[src/rtl/fpu_issue_rf.sv]
// Issue stage for the pipelined FPU: one-entry issue register, RAW interlock on E1/E2,
// E3/WB operand bypass, FP register file written from WB, and saturating perf counters.
module fpu_issue_rf #(
    parameter int unsigned CNT_W = 16
) (
    input  logic             clk,
    input  logic             clrn,
    input  logic             in_valid,
    output logic             in_ready,
    input  logic [2:0]       in_fc,
    input  logic [4:0]       in_fs,
    input  logic [4:0]       in_ft,
    input  logic [4:0]       in_fd,
    input  logic             in_wf,
    input  logic [4:0]       e1n,
    input  logic [4:0]       e2n,
    input  logic [4:0]       e3n,
    input  logic [4:0]       wn,
    input  logic             e1w,
    input  logic             e2w,
    input  logic             e3w,
    input  logic             ww,
    input  logic [31:0]      ed,
    input  logic [31:0]      wd,
    input  logic             fpu_stall,
    input  logic             e,
    output logic [31:0]      a,
    output logic [31:0]      b,
    output logic [2:0]       fc,
    output logic             wf,
    output logic [4:0]       fd,
    output logic             ein,
    output logic [CNT_W-1:0] n_issued,
    output logic [CNT_W-1:0] n_bubbles
);

    logic             hv_q, hv_d;
    logic [2:0]       fc_q;
    logic [4:0]       fs_q, ft_q, fd_q;
    logic             wf_q;
    logic             ein_q;
    logic [31:0]      rf_q [32];
    logic [CNT_W-1:0] iss_q, iss_d, bub_q, bub_d;

    logic use_ft, haz, show, fire, load, bub_inc;

    function automatic logic src_match(input logic [4:0] s, input logic [4:0] n, input logic w);
        return w & (s == n);
    endfunction

    // sqrt has no second source, so ft never interlocks for fc = 11x
    always_comb begin
        use_ft   = (fc_q[2:1] != 2'b11);
        haz      = hv_q & (src_match(fs_q, e1n, e1w) | src_match(fs_q, e2n, e2w) |
                           (use_ft & (src_match(ft_q, e1n, e1w) | src_match(ft_q, e2n, e2w))));
        show     = hv_q & ~haz;
        fire     = show & e;
        in_ready = ~hv_q | fire;
        load     = in_valid & in_ready;
        hv_d     = load | (hv_q & ~fire);
        bub_inc  = e & ~show;
        iss_d    = (fire && iss_q != '1) ? iss_q + 1'b1 : iss_q;
        bub_d    = (bub_inc && bub_q != '1) ? bub_q + 1'b1 : bub_q;
    end

    always_comb begin
        fc = '0;
        wf = 1'b0;
        fd = '0;
        if (show) begin
            fc = fc_q;
            wf = wf_q;
            fd = fd_q;
        end
    end

    // Youngest result wins: E3 ahead of WB ahead of the register file
    always_comb begin
        if (src_match(fs_q, e3n, e3w))      a = ed;
        else if (src_match(fs_q, wn, ww))   a = wd;
        else                                a = rf_q[fs_q];
        if (src_match(ft_q, e3n, e3w))      b = ed;
        else if (src_match(ft_q, wn, ww))   b = wd;
        else                                b = rf_q[ft_q];
    end

    always_ff @(posedge clk or negedge clrn) begin
        if (!clrn) begin
            hv_q  <= 1'b0;
            fc_q  <= '0;
            fs_q  <= '0;
            ft_q  <= '0;
            fd_q  <= '0;
            wf_q  <= 1'b0;
            ein_q <= 1'b0;
            iss_q <= '0;
            bub_q <= '0;
        end else begin
            hv_q  <= hv_d;
            ein_q <= 1'b1;
            iss_q <= iss_d;
            bub_q <= bub_d;
            if (load) begin
                fc_q <= in_fc;
                fs_q <= in_fs;
                ft_q <= in_ft;
                fd_q <= in_fd;
                wf_q <= in_wf;
            end
        end
    end

    always_ff @(posedge clk or negedge clrn) begin
        if (!clrn)   rf_q <= '{default: '0};
        else if (ww) rf_q[wn] <= wd;
    end

    assign ein       = ein_q;
    assign n_issued  = iss_q;
    assign n_bubbles = bub_q;

endmodule

[config.mk]
export PLATFORM = sky130hd
export DESIGN_NAME = fpu_issue_rf
export DESIGN_NICKNAME = d
export VERILOG_FILES = /design/src/rtl/fpu_issue_rf.sv
export SDC_FILE = /design/constraint.sdc
export NUM_CORES = 2
export LEC_CHECK = 0
export BUFFER_PORTS_ARGS = -buffer_cell sky130_fd_sc_hd__buf_4
export CELL_PAD_IN_SITES_DETAIL_PLACEMENT = 1
export CELL_PAD_IN_SITES_GLOBAL_PLACEMENT = 2
export CORE_MARGIN = 2
export CORE_UTILIZATION = 35
export CTS_CLUSTER_SIZE = 20
export DETAILED_ROUTE_END_ITERATION = 12
export PLACE_DENSITY = 0.68
export SLEW_MARGIN = 20
export SYNTH_ARGS = -nofsm -noshare
export SYNTH_HDL_FRONTEND = slang
export SYNTH_SLANG_ARGS = --single-unit
[constraint.sdc]
create_clock -name clk -period 2.14 [get_ports clk]
set_input_delay 0.214 -clock clk [delete_from_list [all_inputs] [get_ports clk]]
set_output_delay 0.214 -clock clk [all_outputs]
set_load 0.02 [all_outputs]
==> results.py <==
metrics = {
    "die": {
        "start_util": 0.352,
        "rows": 150,
        "coreArea_um2": 167000,
        "die_area_um2": 171000,
        "die_h_um": 414,
        "dieWidth_um": 414,
        "ios": 219,
    },
    "worst_setup_path": {
        "cp-end-kind": "output pin",
        "crit_slowest_cell": "mux4_2",
        "cp_top_family": "multiplexers",
        "crit_chain": "buf_12 -> mux4_2 -> mux4_2 -> o2111a_1 -> a221o_1 -> buf_6",
        "cp.required_ns": 1.93,
        "worst_setup_path_start_kind": "flop",
        "worst_path_largest_cell_delay_ns": 0.55,
        "crit_arrival_ns": 3.30,
        "crit_top_cell": "mux4_2",
        "crit_buf_inv": 2,
        "critPathKind": "reg2out",
        "worstPathMaxFanout": 8,
    },
    "yosys": {
        "synth_edf_count": 0,
        "ys.flop_type": "dfrtp_1",
        "ys_seq_elements": 1077,
        "synth_cells": 4030,
        "syn-num-nets": 4144,
        "synth_warnings": 0,
        "synth_area_um2": 58700,
        "synth_cell_types": 63,
        "async_reset_ff_frac": 1.00,
        "avgSynthCellArea_um2": 14.6,
        "yosysSeqAreaShare": 0.459,
    },
    "power": {
        "swShare": 0.351,
        "ir_worst_vdd_v": 0.000621,
        "p_total_mw": 93.9,
        "p_leak_nw": 33.9,
        "seqPwrFrac": 0.295,
        "switchingPower_mw": 32.9,
        "pwr-share-clk": 0.248,
        "p_int_mw": 61.0,
        "comb_power_share": 0.456,
        "power.density_nw_per_um2": 1210,
    },
    "cts": {
        "cts_inserted_buffers": 132,
        "cts_tree": "done",
        "cts_buffer_depth": 3,
        "cts-root-buf": "clkbuf_16",
        "cts.htree.levels": 4,
        "clkSlewWorstSetupHoldPaths_ns": 0.06,
        "clkSinkCount": 1077,
        "clk-insertion-delay-late_ns": 0.78,
    },
    "timing": {
        "fin_skew_ns": 0.0160,
        "finalSetupTns_ns": -117.86,
        "relSlewSlack": 0.521,
        "period_minus_slack_ns": 3.51,
        "rsz0062_at_grt": "true",
        "report.final.slew_viol_count": 0,
        "worst-slew-pin-transition_ns": 0.716,
        "finalSetupViolCount": 126,
        "fmax_mhz": 285,
        "worst_slack_ns": -1.37,
        "finalCritPeriodShare": 1.64,
        "finalHoldViolCount": 0,
    },
    "global_routing": {
        "grt_use_met3": 0.0504,
        "grt_pass1_vias": 45183,
        "grt_most_used_layer": "met2",
        "grt_overflow": 0,
        "grt_max_degree": 105,
        "grt_pass1_wl_mm": 339,
        "use_met2": 0.432,
        "use_met1": 0.380,
        "grt_usage": 0.276,
        "antenna_found_initial": 5,
    },
    "run": {
        "drv_cap": 0,
    },
    "layout": {
        "drive_above_1_share": 0.618,
        "nets": 4845,
        "fin_util": 0.466,
        "syn_to_final_growth_pct": 32.4,
    },
    "routing": {
        "ant_nets": 0,
        "drt_iter0_markers": 3419,
        "drt_wl_total_mm": 236,
        "drc": 0,
        "num_vias": 42256,
        "wl_per_cell_um": 33.5,
        "viasPerCell": 6.00,
        "dr.pass1.iters": 5,
    },
    "placed_design": {
        "gp_congestion": 0.849,
        "place_hpwl_mm": 153,
        "io_buffers": 217,
        "dpl_worst_slack_ns": -0.849,
    },
    "min_path": {
        "hold_path_class": "in2reg",
    },
    "run_status": {
        "status": "finished with violations",
        "violations": "negative setup slack",
    },
}
[power by group through the flow]
stage	clock [mW]	sequential, mW	combinational [mW]
after floorplan	0	26.7	22.9
after global placement	0	27.6	36.3
after detailed placement	0	27.9	36.8
after CTS	23.8	27.6	41.5
after global routing	24.5	28.2	44.8
final	23.3	27.7	42.8
[cells in the final DEF (no fill, tap or decap), drive strengths merged, types with 4 or more instances in the layout]
| cell | count |
|---|---|
| a22oi | 99 |
| a221oi | 57 |
| dlygate4sd3 | 51 |
| nor4 | 16 |
| nand3b | 5 |
| a211o | 4 |
| o21ai | 64 |
| dfrtp | 1077 |
| clkbuf | 202 |
| xor2 | 46 |
| bufinv | 8 |
| and3 | 15 |
| nor3 | 26 |
| clkinv | 26 |
| mux2 | 1052 |
| xnor2 | 24 |
| buf | 922 |
| mux2i | 222 |
| a21oi | 36 |
| and2 | 17 |
| nor2b | 9 |
| a22o | 4 |
| nand4 | 18 |
| nor3b | 9 |
| inv | 15 |
| o22ai | 17 |
| a211oi | 19 |
| a2111oi | 5 |
| nand3 | 24 |
| nor2 | 70 |
| a31o | 4 |
| a221o | 15 |
| nand2 | 140 |
| mux4 | 478 |
| nand2b | 9 |
[metal layers]
metal | part of all wire | wire (um)
met1 | 0.43 | 102000
met2 | 0.46 | 110000
met3 | 0.062 | 14600
met4 | 0.042 | 9810
met5 | 0.000055 | 13
[sequential cells by signal, summed over array words and instances, names as in the netlist]
register   count
fc_q           3
n_bubbles     16
n_issued      16
ft_q           5
fs_q           5
fd_q           5
rf_q        1024
hv_q           1
ein            1
wf_q           1
[worst register-to-register path: stages, from the launching register on]
cell and delay, ns:
dfrtp_4 0.53, buf_12 0.16, buf_16 0.16, buf_16 0.17, buf_12 0.14, xor2_2 0.14
nor4_2 0.15, nand3_1 0.16, buf_4 0.17, nand4_4 0.11, o22ai_4 0.10, buf_6 0.15
buf_12 0.14, mux2_4 0.36
[cell type report]
class / count / area, um^2
Clock inverter: 43 / 488
Inverter: 8 / 31.3
Timing Repair Buffer: 978 / 11300
Clock buffer: 198 / 3970
Sequential cell: 1077 / 27000
Fill cell: 16160 / 89100
Tap cell: 2204 / 2760
Antenna cell: 3 / 7.51
Multi-Input combinational cell: 2534 / 32200
[synth_stat cells, drive strengths merged, types with 24 or more instances]
| cell | number | area share |
|---|---|---|
| a21oi | 36 | 0.0031 |
| a221oi | 57 | 0.0087 |
| a22oi | 99 | 0.013 |
| buf | 220 | 0.022 |
| clkbuf | 191 | 0.012 |
| dfrtp | 1077 | 0.46 |
| mux2 | 1052 | 0.20 |
| mux2i | 222 | 0.038 |
| mux4 | 478 | 0.18 |
| nand2 | 140 | 0.0090 |
| nand3 | 24 | 0.0020 |
| nor2 | 70 | 0.0045 |
| nor3 | 26 | 0.0022 |
| o21ai | 64 | 0.0055 |
| xnor2 | 24 | 0.0036 |
| xor2 | 46 | 0.0069 |
[path summary, 6_finish.rpt]
check	startpoint	endpoint	slack [ns]	cells past startpoint
hold / removal	wd[9]	rf_q[617]	0.13	3
setup / recovery	fs_q[0]	a[15]	-1.37	6
hold reg to reg	n_bubbles[14]	n_bubbles[14]	0.50	1
setup reg to reg	fs_q[0]	ft_q[0]	-0.64	13
min in group asynchronous	clrn	rf_q[317]	0.16	3
max in group asynchronous	clrn	rf_q[907]	1.11	3
[per-stage QoR]
step | cells | area, um^2 | hold slack (ns)
3_5_place_dp | 6621 | 68500 | 0.102
3_3_place_gp | 6621 | 68500 | 0.101
2_1_floorplan | 4030 | 59500 | -0.0816
4_1_cts | 7013 | 76700 | 0.0508
5_1_grt | 7044 | 77700 | 0.125
6_report | 7045 | 77700 | 0.133
[what timing repair did]
action,CTS,global route
setup buffers,81,38
hold buffers,51,0
cloned,23,4
pin swaps,125,136
setup endpoints to repair,126,126
endpoints found under the hold margin,1957,0
resized for setup,419,187
[kinds of logic (layout without fill, tap and decap cells)]
group | Yosys count | count (layout) | share of synthesized area
DFF | 1077 | 1077 | 0.459
other | 1 | 4 | 0.0000639
AOI/OAI and AO/OA | 341 | 341 | 0.0419
muxes | 1752 | 1752 | 0.423
adders and majority gates | 2 | 2 | 0.000426
buffers and inverters | 419 | 1227 | 0.0350
and+or+nand+nor | 368 | 368 | 0.0300
xor gates and xnor gates | 70 | 70 | 0.0104
Power figures use the tool's default switching activity.
